**config.mk**
```make
export PLATFORM = sky130hd
export DESIGN_NAME = tangram_calc_unit
export DESIGN_NICKNAME = d
export VERILOG_FILES = /design/src/rtl/tangram_calc_unit_pkg.sv /design/src/rtl/tangram_calc_unit_div10_stage.sv /design/src/rtl/tangram_calc_unit.sv
export SDC_FILE = /design/constraint.sdc
export NUM_CORES = 1
export LEC_CHECK = 0
export ABC_AREA = 1
export BUFFER_PORTS_ARGS = -buffer_cell sky130_fd_sc_hd__buf_2
export CAP_MARGIN = 20
export CORE_AREA = 2 2 102 123
export DETAILED_ROUTE_END_ITERATION = 8
export DIE_AREA = 0 0 104 125
export PLACE_DENSITY = 0.81
export SYNTH_ARGS = -nofsm -noshare
export SYNTH_HDL_FRONTEND = slang
export SYNTH_SLANG_ARGS = --single-unit
```
**constraint.sdc**
```tcl
create_clock -name clk -period 0.8 [get_ports clk]
set_input_delay 0.08 -clock clk [delete_from_list [all_inputs] [get_ports clk]]
set_output_delay 0.08 -clock clk [all_outputs]
set_load 0.02 [all_outputs]
```
**src/rtl/tangram_calc_unit_pkg.sv**
```systemverilog
// Shared constants and helpers for the tangram calculator unit.
package tangram_calc_unit_pkg;

  // Colour width: 4 bits each for R, G, B
  localparam int PIXLW        = 12;
  // Palette is a square of PAL_SIZE x PAL_SIZE positions
  localparam int PAL_SIZE     = 128;
  localparam int PAL_COORDW   = $clog2(PAL_SIZE);
  // Default legal angle range, inclusive, in degrees
  localparam int DEF_DW_BOUND = -180;
  localparam int DEF_UP_BOUND = 179;
  // Decimal splitter geometry
  localparam int NUM_DIGITS   = 5;
  localparam int DIGITW       = 4;

  // Palette colour at (px,py): red ramps with x, green with y, blue falls with x
  function automatic logic [PIXLW-1:0] palette_color(input logic [PAL_COORDW-1:0] px,
                                                     input logic [PAL_COORDW-1:0] py);
    logic [3:0] r;
    logic [3:0] g;
    r = px[PAL_COORDW-1 -: 4];
    g = py[PAL_COORDW-1 -: 4];
    return {r, g, 4'd15 - r};
  endfunction

endpackage

```
**src/rtl/tangram_calc_unit_div10_stage.sv**
```systemverilog
// One divide-by-10 step of the decimal splitter: exact quotient and remainder.
module div10_stage
  import tangram_calc_unit_pkg::*;
#(
  parameter int DATAW = 16
) (
  input  logic [DATAW-1:0]  dividend,
  output logic [DATAW-1:0]  quotient,
  output logic [DIGITW-1:0] remainder
);

  // Division by a constant is exact and synthesises to fixed arithmetic;
  // the remainder is always 0..9, so the low digit bits hold it completely.
  assign quotient  = dividend / DATAW'(10);
  assign remainder = DIGITW'(dividend - quotient * DATAW'(10));

endmodule

```
**src/rtl/tangram_calc_unit.sv**
```systemverilog
// Tangram helper datapath: circular angle step, palette colour lookup with
// cursor crosshair, and a five-digit decimal splitter. All outputs registered.
module tangram_calc_unit #(
  parameter int DATAW    = 16,
  parameter int DW_BOUND = tangram_calc_unit_pkg::DEF_DW_BOUND,
  parameter int UP_BOUND = tangram_calc_unit_pkg::DEF_UP_BOUND,
  parameter int PIXLW    = tangram_calc_unit_pkg::PIXLW
) (
  input  logic                    clk,
  input  logic                    rst_n,
  input  logic signed [DATAW-1:0] angle_in,
  output logic signed [DATAW-1:0] angle_prev,
  output logic signed [DATAW-1:0] angle_next,
  input  logic [6:0]              cur_x,
  input  logic [6:0]              cur_y,
  input  logic [6:0]              pix_x,
  input  logic [6:0]              pix_y,
  output logic [PIXLW-1:0]        pick_color,
  output logic [PIXLW-1:0]        pal_render,
  input  logic [DATAW-1:0]        dec_in,
  output logic [19:0]             dec_digits
);
  import tangram_calc_unit_pkg::*;

  localparam logic signed [DATAW-1:0] LO_ANGLE = DATAW'(DW_BOUND);
  localparam logic signed [DATAW-1:0] HI_ANGLE = DATAW'(UP_BOUND);

  logic signed [DATAW-1:0] angle_prev_next;
  logic signed [DATAW-1:0] angle_next_next;
  logic [PIXLW-1:0]        pick_color_next;
  logic [PIXLW-1:0]        pal_color;
  logic [PIXLW-1:0]        pal_render_next;
  logic [19:0]             dec_digits_next;
  logic [DATAW-1:0]        div_chain [0:NUM_DIGITS];

  // Angle step: wrap only at the exact bounds; anything out of range just steps
  always_comb begin
    angle_next_next = angle_in + DATAW'(1);
    angle_prev_next = angle_in - DATAW'(1);
    if (angle_in == HI_ANGLE) angle_next_next = LO_ANGLE;
    if (angle_in == LO_ANGLE) angle_prev_next = HI_ANGLE;
  end

  // Palette lookups; the crosshair inverts every pixel on the cursor row or column
  assign pick_color_next = PIXLW'(palette_color(cur_x, cur_y));
  assign pal_color       = PIXLW'(palette_color(pix_x, pix_y));
  assign pal_render_next = ((pix_x == cur_x) || (pix_y == cur_y)) ? ~pal_color : pal_color;

  // Decimal splitter: each stage's quotient feeds the next, remainder is one digit
  assign div_chain[0] = dec_in;
  generate
    for (genvar gi = 0; gi < NUM_DIGITS; gi++) begin : g_digit
      div10_stage #(
        .DATAW (DATAW)
      ) u_div10 (
        .dividend  (div_chain[gi]),
        .quotient  (div_chain[gi+1]),
        .remainder (dec_digits_next[gi*DIGITW +: DIGITW])
      );
    end
  endgenerate

  // Output registers; the top quotient is always zero for 16-bit inputs and is dropped
  always_ff @(posedge clk or negedge rst_n) begin
    if (!rst_n) begin
      angle_prev <= '0;
      angle_next <= '0;
      pick_color <= '0;
      pal_render <= '0;
      dec_digits <= '0;
    end else begin
      angle_prev <= angle_prev_next;
      angle_next <= angle_next_next;
      pick_color <= pick_color_next;
      pal_render <= pal_render_next;
      dec_digits <= dec_digits_next;
    end
  end

  logic unused_top_quotient;
  assign unused_top_quotient = ^div_chain[NUM_DIGITS];

endmodule

```
==> summary by stage, run 1 <==
Clock network
After clock tree synthesis, the flow added hold-fix buffers numbering 9. The number of buffers inserted to repair setup after CTS is 60. No sink is reached through more buffers than the 2 on the longest clock path.

The tree built by TritonCTS fans out to between 70 and 80 sinks. The clock tree synthesis step divided the H-tree into 3 levels. The root buffer cell is sky130_fd_sc_hd__clkbuf_16. The total of cells resized after clock tree synthesis is around 420. Counting the buffers created by CTS gives 9.

Logic synthesis
Averaged over all synthesized cells, the footprint is about 7.6 um2. The number of nets handed over by synthesis was roughly 950. The post-synthesis cell count is about 860. After synthesis the cells add up to ~6500 um2. The share of synthesized flip-flops with an asynchronous set or reset is 1.00. The synthesis-stage register bit count is 76.

Counting flops with a built-in enable in the synthesized netlist gives 0. The most used flip-flop cell after synthesis is sky130_fd_sc_hd__dfrtp_1. During synthesis, Yosys emitted a total of 0 warnings. In this run, distinct cell masters in the synthesized netlist total 49. The share of the Yosys chip area taken by registers is 0.294.

Placed design
The routability congestion estimate from global placement is 0.943. Detailed placement finished with a half-perimeter wire length of between 10,000 and 15,000 um. The worst slack at placement is -7810 ps.

The number of buffer cells added on primary ports is 137.

Floorplanning
approximately 140 I/O pins were placed. The initial core utilization is 0.544. The die is between 100 and 150 um tall. Measured along the x axis, the die boundary spans around 100 um. The number of rows in the core area is between 40 and 50.

Run status
It got as far as 4_1_cts and failed there. The flow did not finish. The tool reported: "[ERROR DPL-0038] Utilization greater than 100%, impossible to legalize".
==> synth_stat cells (11+ instances only) <==
cell	number	area share
sky130_fd_sc_hd__nor3_1	14	0.011
sky130_fd_sc_hd__nand3_2	18	0.028
sky130_fd_sc_hd__o21ai_1	11	0.0085
sky130_fd_sc_hd__o21ai_0	13	0.010
sky130_fd_sc_hd__nor2_1	46	0.027
sky130_fd_sc_hd__a21oi_1	18	0.014
sky130_fd_sc_hd__nand3_1	88	0.068
sky130_fd_sc_hd__xnor2_1	15	0.020
sky130_fd_sc_hd__inv_2	32	0.019
sky130_fd_sc_hd__dfrtp_1	76	0.29
sky130_fd_sc_hd__nand2_2	64	0.062
sky130_fd_sc_hd__nand2_1	162	0.094
sky130_fd_sc_hd__inv_1	116	0.067
sky130_fd_sc_hd__nand4_1	11	0.011
sky130_fd_sc_hd__nand2_4	34	0.059
sky130_fd_sc_hd__xor2_1	28	0.038
sky130_fd_sc_hd__ha_1	23	0.045
==> per-stage QoR <==
| step | instances | setup TNS [ps] | cell area, um2 | hold slack [ps] |
|---|---|---|---|---|
| 2_1_floorplan | 856 | -115310 | 7040 | -216 |
| 3_5_place_dp | 1373 | -139910 | 9510 | -26.8 |
| 3_3_place_gp | 1373 | -130990 | 9510 | -27.3 |
==> kinds of logic after synthesis <==
group / synth area share
and+or+nand+nor: 0.415
buffers and inverters: 0.102
DFF: 0.294
AOI/OAI and AO/OA: 0.0734
xor gates and xnor gates: 0.0583
adders and majority gates: 0.0569
==> run 2, diff against run 1 <==
CORE_AREA = 2 2 131 133   (was 2 2 102 123)
DIE_AREA = 0 0 133 135   (was 0 0 104 125)
PLACE_DENSITY = default   (was 0.81)
PLACE_DENSITY_LB_ADDON = 0.15   (was default)
==> run 2 against run 1 <==
Effect of this change:
- area after synthesis unchanged
- synthesized cell count stayed put
- the flow now finishes, with violations (setup timing)
==> summary by stage, run 2 <==
Run status
The run finished, with violations left. The final reports fail on setup timing.

Worst setup path
The required arrival time at the worst endpoint is ~1000 ps. Along the worst path, the maximum fanout reaches 5. The worst setup path is captured at a flop.

The type of element launching the critical path is a primary input. The gate family responsible for the most delay along the worst path is simple AND/OR/NAND/NOR gates. The number of buffers and inverters on the critical path is 12.

In this design, the critical path's most frequently occurring cell is sky130_fd_sc_hd__nand2_4. The critical path class is primary input to flop. The largest individual stage delay along the critical path comes from the cell sky130_fd_sc_hd__fa_2. The critical path data arrival time is approximately 8000 ps.

In this design, the stage delay of the slowest critical-path cell is 350 ps.

Clock network
The clock-pin slew of the registers on the worst-case setup and hold paths is around 60 ps. The TritonCTS clock tree is built. The number of buffers on the longest clock path is 2 (unchanged). The level count of the clock H-tree came to 3 (unchanged). The tree is rooted in a sky130_fd_sc_hd__clkbuf_16. The CTS sink count is 76 (unchanged). The CTS buffer count is 9 (unchanged).

Global route
The first global-routing pass estimated between 30,000 and 40,000 um of wire. The largest net degree at the start of global routing is 27. The initial antenna violation count is 0. The global-route usage over all layers is 0.213. The overflow left after global routing is 0. The via count of the first global-routing pass was about 7,100.

Route
The detail route stage leaves a number of antenna-violating nets equal to 0. Dividing the detail-routed wire length by the instance count gives 14.2 um. The first TritonRoute pass finished after 5 iterations. The aggregate routed wire length is 21,900 um. The ratio of routed vias to standard cells is around 4.7.

The detailed router's first-iteration violation count is 281. In the routed design, unresolved DRC markers number 0. The via count is between 7,000 and 8,000.

Logic synthesis
The average cell area after synthesis is 7.55 um2 (unchanged). The library cell with the largest summed area after synthesis is sky130_fd_sc_hd__dfrtp_1. The synthesized net count is 945 (unchanged). Sorting the synthesized cells by area gives the leading types as sky130_fd_sc_hd__dfrtp_1 29%, sky130_fd_sc_hd__nand2_1 9.4%, sky130_fd_sc_hd__nand3_1 6.8%. Yosys instantiated no cell more often than sky130_fd_sc_hd__nand2_1. The combined area of all synthesized cells is 6460 um2 (unchanged). The share of synthesized flip-flops with an asynchronous set or reset is 1.00 (unchanged).

The number of synthesis warnings is 0 (unchanged). The synthesis-stage register bit count is 76 (unchanged). The unique cell type count in the Yosys netlist is 49 (unchanged).

The area fraction of the dominant cell type after synthesis is 0.294 (unchanged). The portion of the post-synthesis area used by sequential elements is 0.294 (unchanged). The number of synthesized flops with an enable pin was 0 (unchanged). The post-synthesis cell count came to 856 (unchanged). By count the netlist is led by 162 x sky130_fd_sc_hd__nand2_1, 116 x sky130_fd_sc_hd__inv_1, 88 x sky130_fd_sc_hd__nand3_1.

In the synthesized netlist the dominant register cell turns out to be sky130_fd_sc_hd__dfrtp_1.

Layout
The share of post-route cells with drive strength above 1 is 0.663. The library cell used most frequently in the layout, excluding fill and tap cells, is sky130_fd_sc_hd__buf_4. The final layout net count is ~1,400. The number of diodes added for antenna fixing is 0. The largest registers in the layout are dec_digits x20, angle_next x16, angle_prev x16.

The final core utilization is 0.757. The final standard cell count with taps included and fillers excluded is around 1,500. Ranked by flip-flop count, first place goes to dec_digits.

The top cell types in the final layout, fill and taps aside, are 262 x sky130_fd_sc_hd__buf_4, 124 x sky130_fd_sc_hd__buf_6, 105 x sky130_fd_sc_hd__nand2_1, 90 x sky130_fd_sc_hd__nand2_2, 88 x sky130_fd_sc_hd__inv_1. Compared with the post-synthesis result, the final layout area differs by 92.0%. The register with the most flip-flops in the layout has 20 of them. The fill cell total of the finished layout is about 1,000.

Flow run
The max-capacitance violation count is 0.

STA
The final-report hold violation count is 0. The number of max-slew violations in the final report was 0. Dividing the final minimum period by the clock period gives 9.83. Setup repair after global routing could not meet its margin everywhere. Setup violations remaining at the end of the flow were counted as approximately 140. Once routing completed, OpenROAD measured the worst setup slack at -7060 ps. The relative slew slack is 0.738. The slew of the pin with the lowest slew margin is approximately 400 ps. Derived from the worst setup path, the maximum achievable clock frequency is ~0.13 GHz.

The final setup TNS is -130,310 ps. The worst path in the final design needs a cycle of a little under 8000 ps, including I/O delays and setup.

Floorplanning
The number of rows in the core area was 47 (+6.8%). The total area inside the core boundary comes to 16,400 um2. The number of placed I/O pins was 138 (unchanged). The initial core utilization is 0.394 (-0.150). The die span in x is 133 um (+28%). The die covers 18,000 um2. The vertical extent of the die is 135 um (+8.0%).

Hold path
The worst hold-check path type is primary input to flop.

Placed design
The sum of net half-perimeters after detailed placement is 13,000 um (-12%). The cell count after placement is 1,444 (+5.2%). The number of buffer cells added on primary ports came to 137 (unchanged). The routability congestion estimate from global placement is 0.872 (-7.6%).
[run 2: cell counts after synthesis]
No cell type changed its count.
[run 2: path summary, 6_finish.rpt]
kind	startpoint	endpoint	slack, ps	cells past startpoint
setup / recovery	dec_in[15]	dec_digits[15]$_DFF_PN0_	-7060	87
hold / removal	cur_x[3]	pick_color[0]$_DFF_PN0_	30	3
max in group asynchronous	rst_n	angle_prev[3]$_DFF_PN0_	220	3
min in group asynchronous	rst_n	angle_prev[12]$_DFF_PN0_	140	2
[run 2: cells by family after synthesis]
group                      after synthesis  synth area share
DFF                                     76             0.294
xor gates and xnor gates                43            0.0583
AOI/OAI and AO/OA                       70            0.0734
and+or+nand+nor                        472             0.415
adders and majority gates               27            0.0569
buffers and inverters                  168             0.102
[run 2: layer usage]
metal / part of all wire / global-route usage
met1: 0.38 / 0.249
met2: 0.54 / 0.410
met3: 0.040 / 0.0274
met4: 0.033 / 0.0556
met5: 0 / 0
[run 2: repair_timing]
item / in CTS / in global routing
buffers inserted: 55 / 24
gates resized for setup: 355 / 118
cloned: 0 / 0
pin swaps: 122 / 79
endpoints found under the hold margin: 88 / 3
setup endpoints to repair: 138 / 138
hold buffers: 10 / 2
[run 2: stage by stage]
| step | cell area (um2) | hold slack [ps] | worst slack, ps |
|---|---|---|---|
| after global routing | 12400 | 16.5 | -7760 |
| after CTS | 11800 | 18.7 | -7080 |
| after global placement | 9680 | -55.2 | -7450 |
| after detailed placement | 9680 | -56.3 | -7700 |
| final | 12400 | 26.1 | -7060 |
| after floorplan | 7040 | -216 | -7380 |
[run 2: area by class of cell]
class / instances / area (um2) / share of cell area
clock buffers: 11 / 243 / 0.0196
multi-input cells: 612 / 5300 / 0.427
clock inverters: 5 / 58.8 / 0.00474
inverters: 161 / 689 / 0.0555
repair buffers: 454 / 3940 / 0.318
well taps: 220 / 275 / 0.0222
flip-flops and latches: 76 / 1900 / 0.153
[run 2: tightest hold or removal path, stage by stage]
cell                    delay (ps)
sky130_fd_sc_hd__buf_6          70
sky130_fd_sc_hd__inv_2          50
sky130_fd_sc_hd__buf_4         130
Power of run 2 is not shown: default switching activity piles up to over one toggle a cycle in this logic, so the estimate is an artifact.
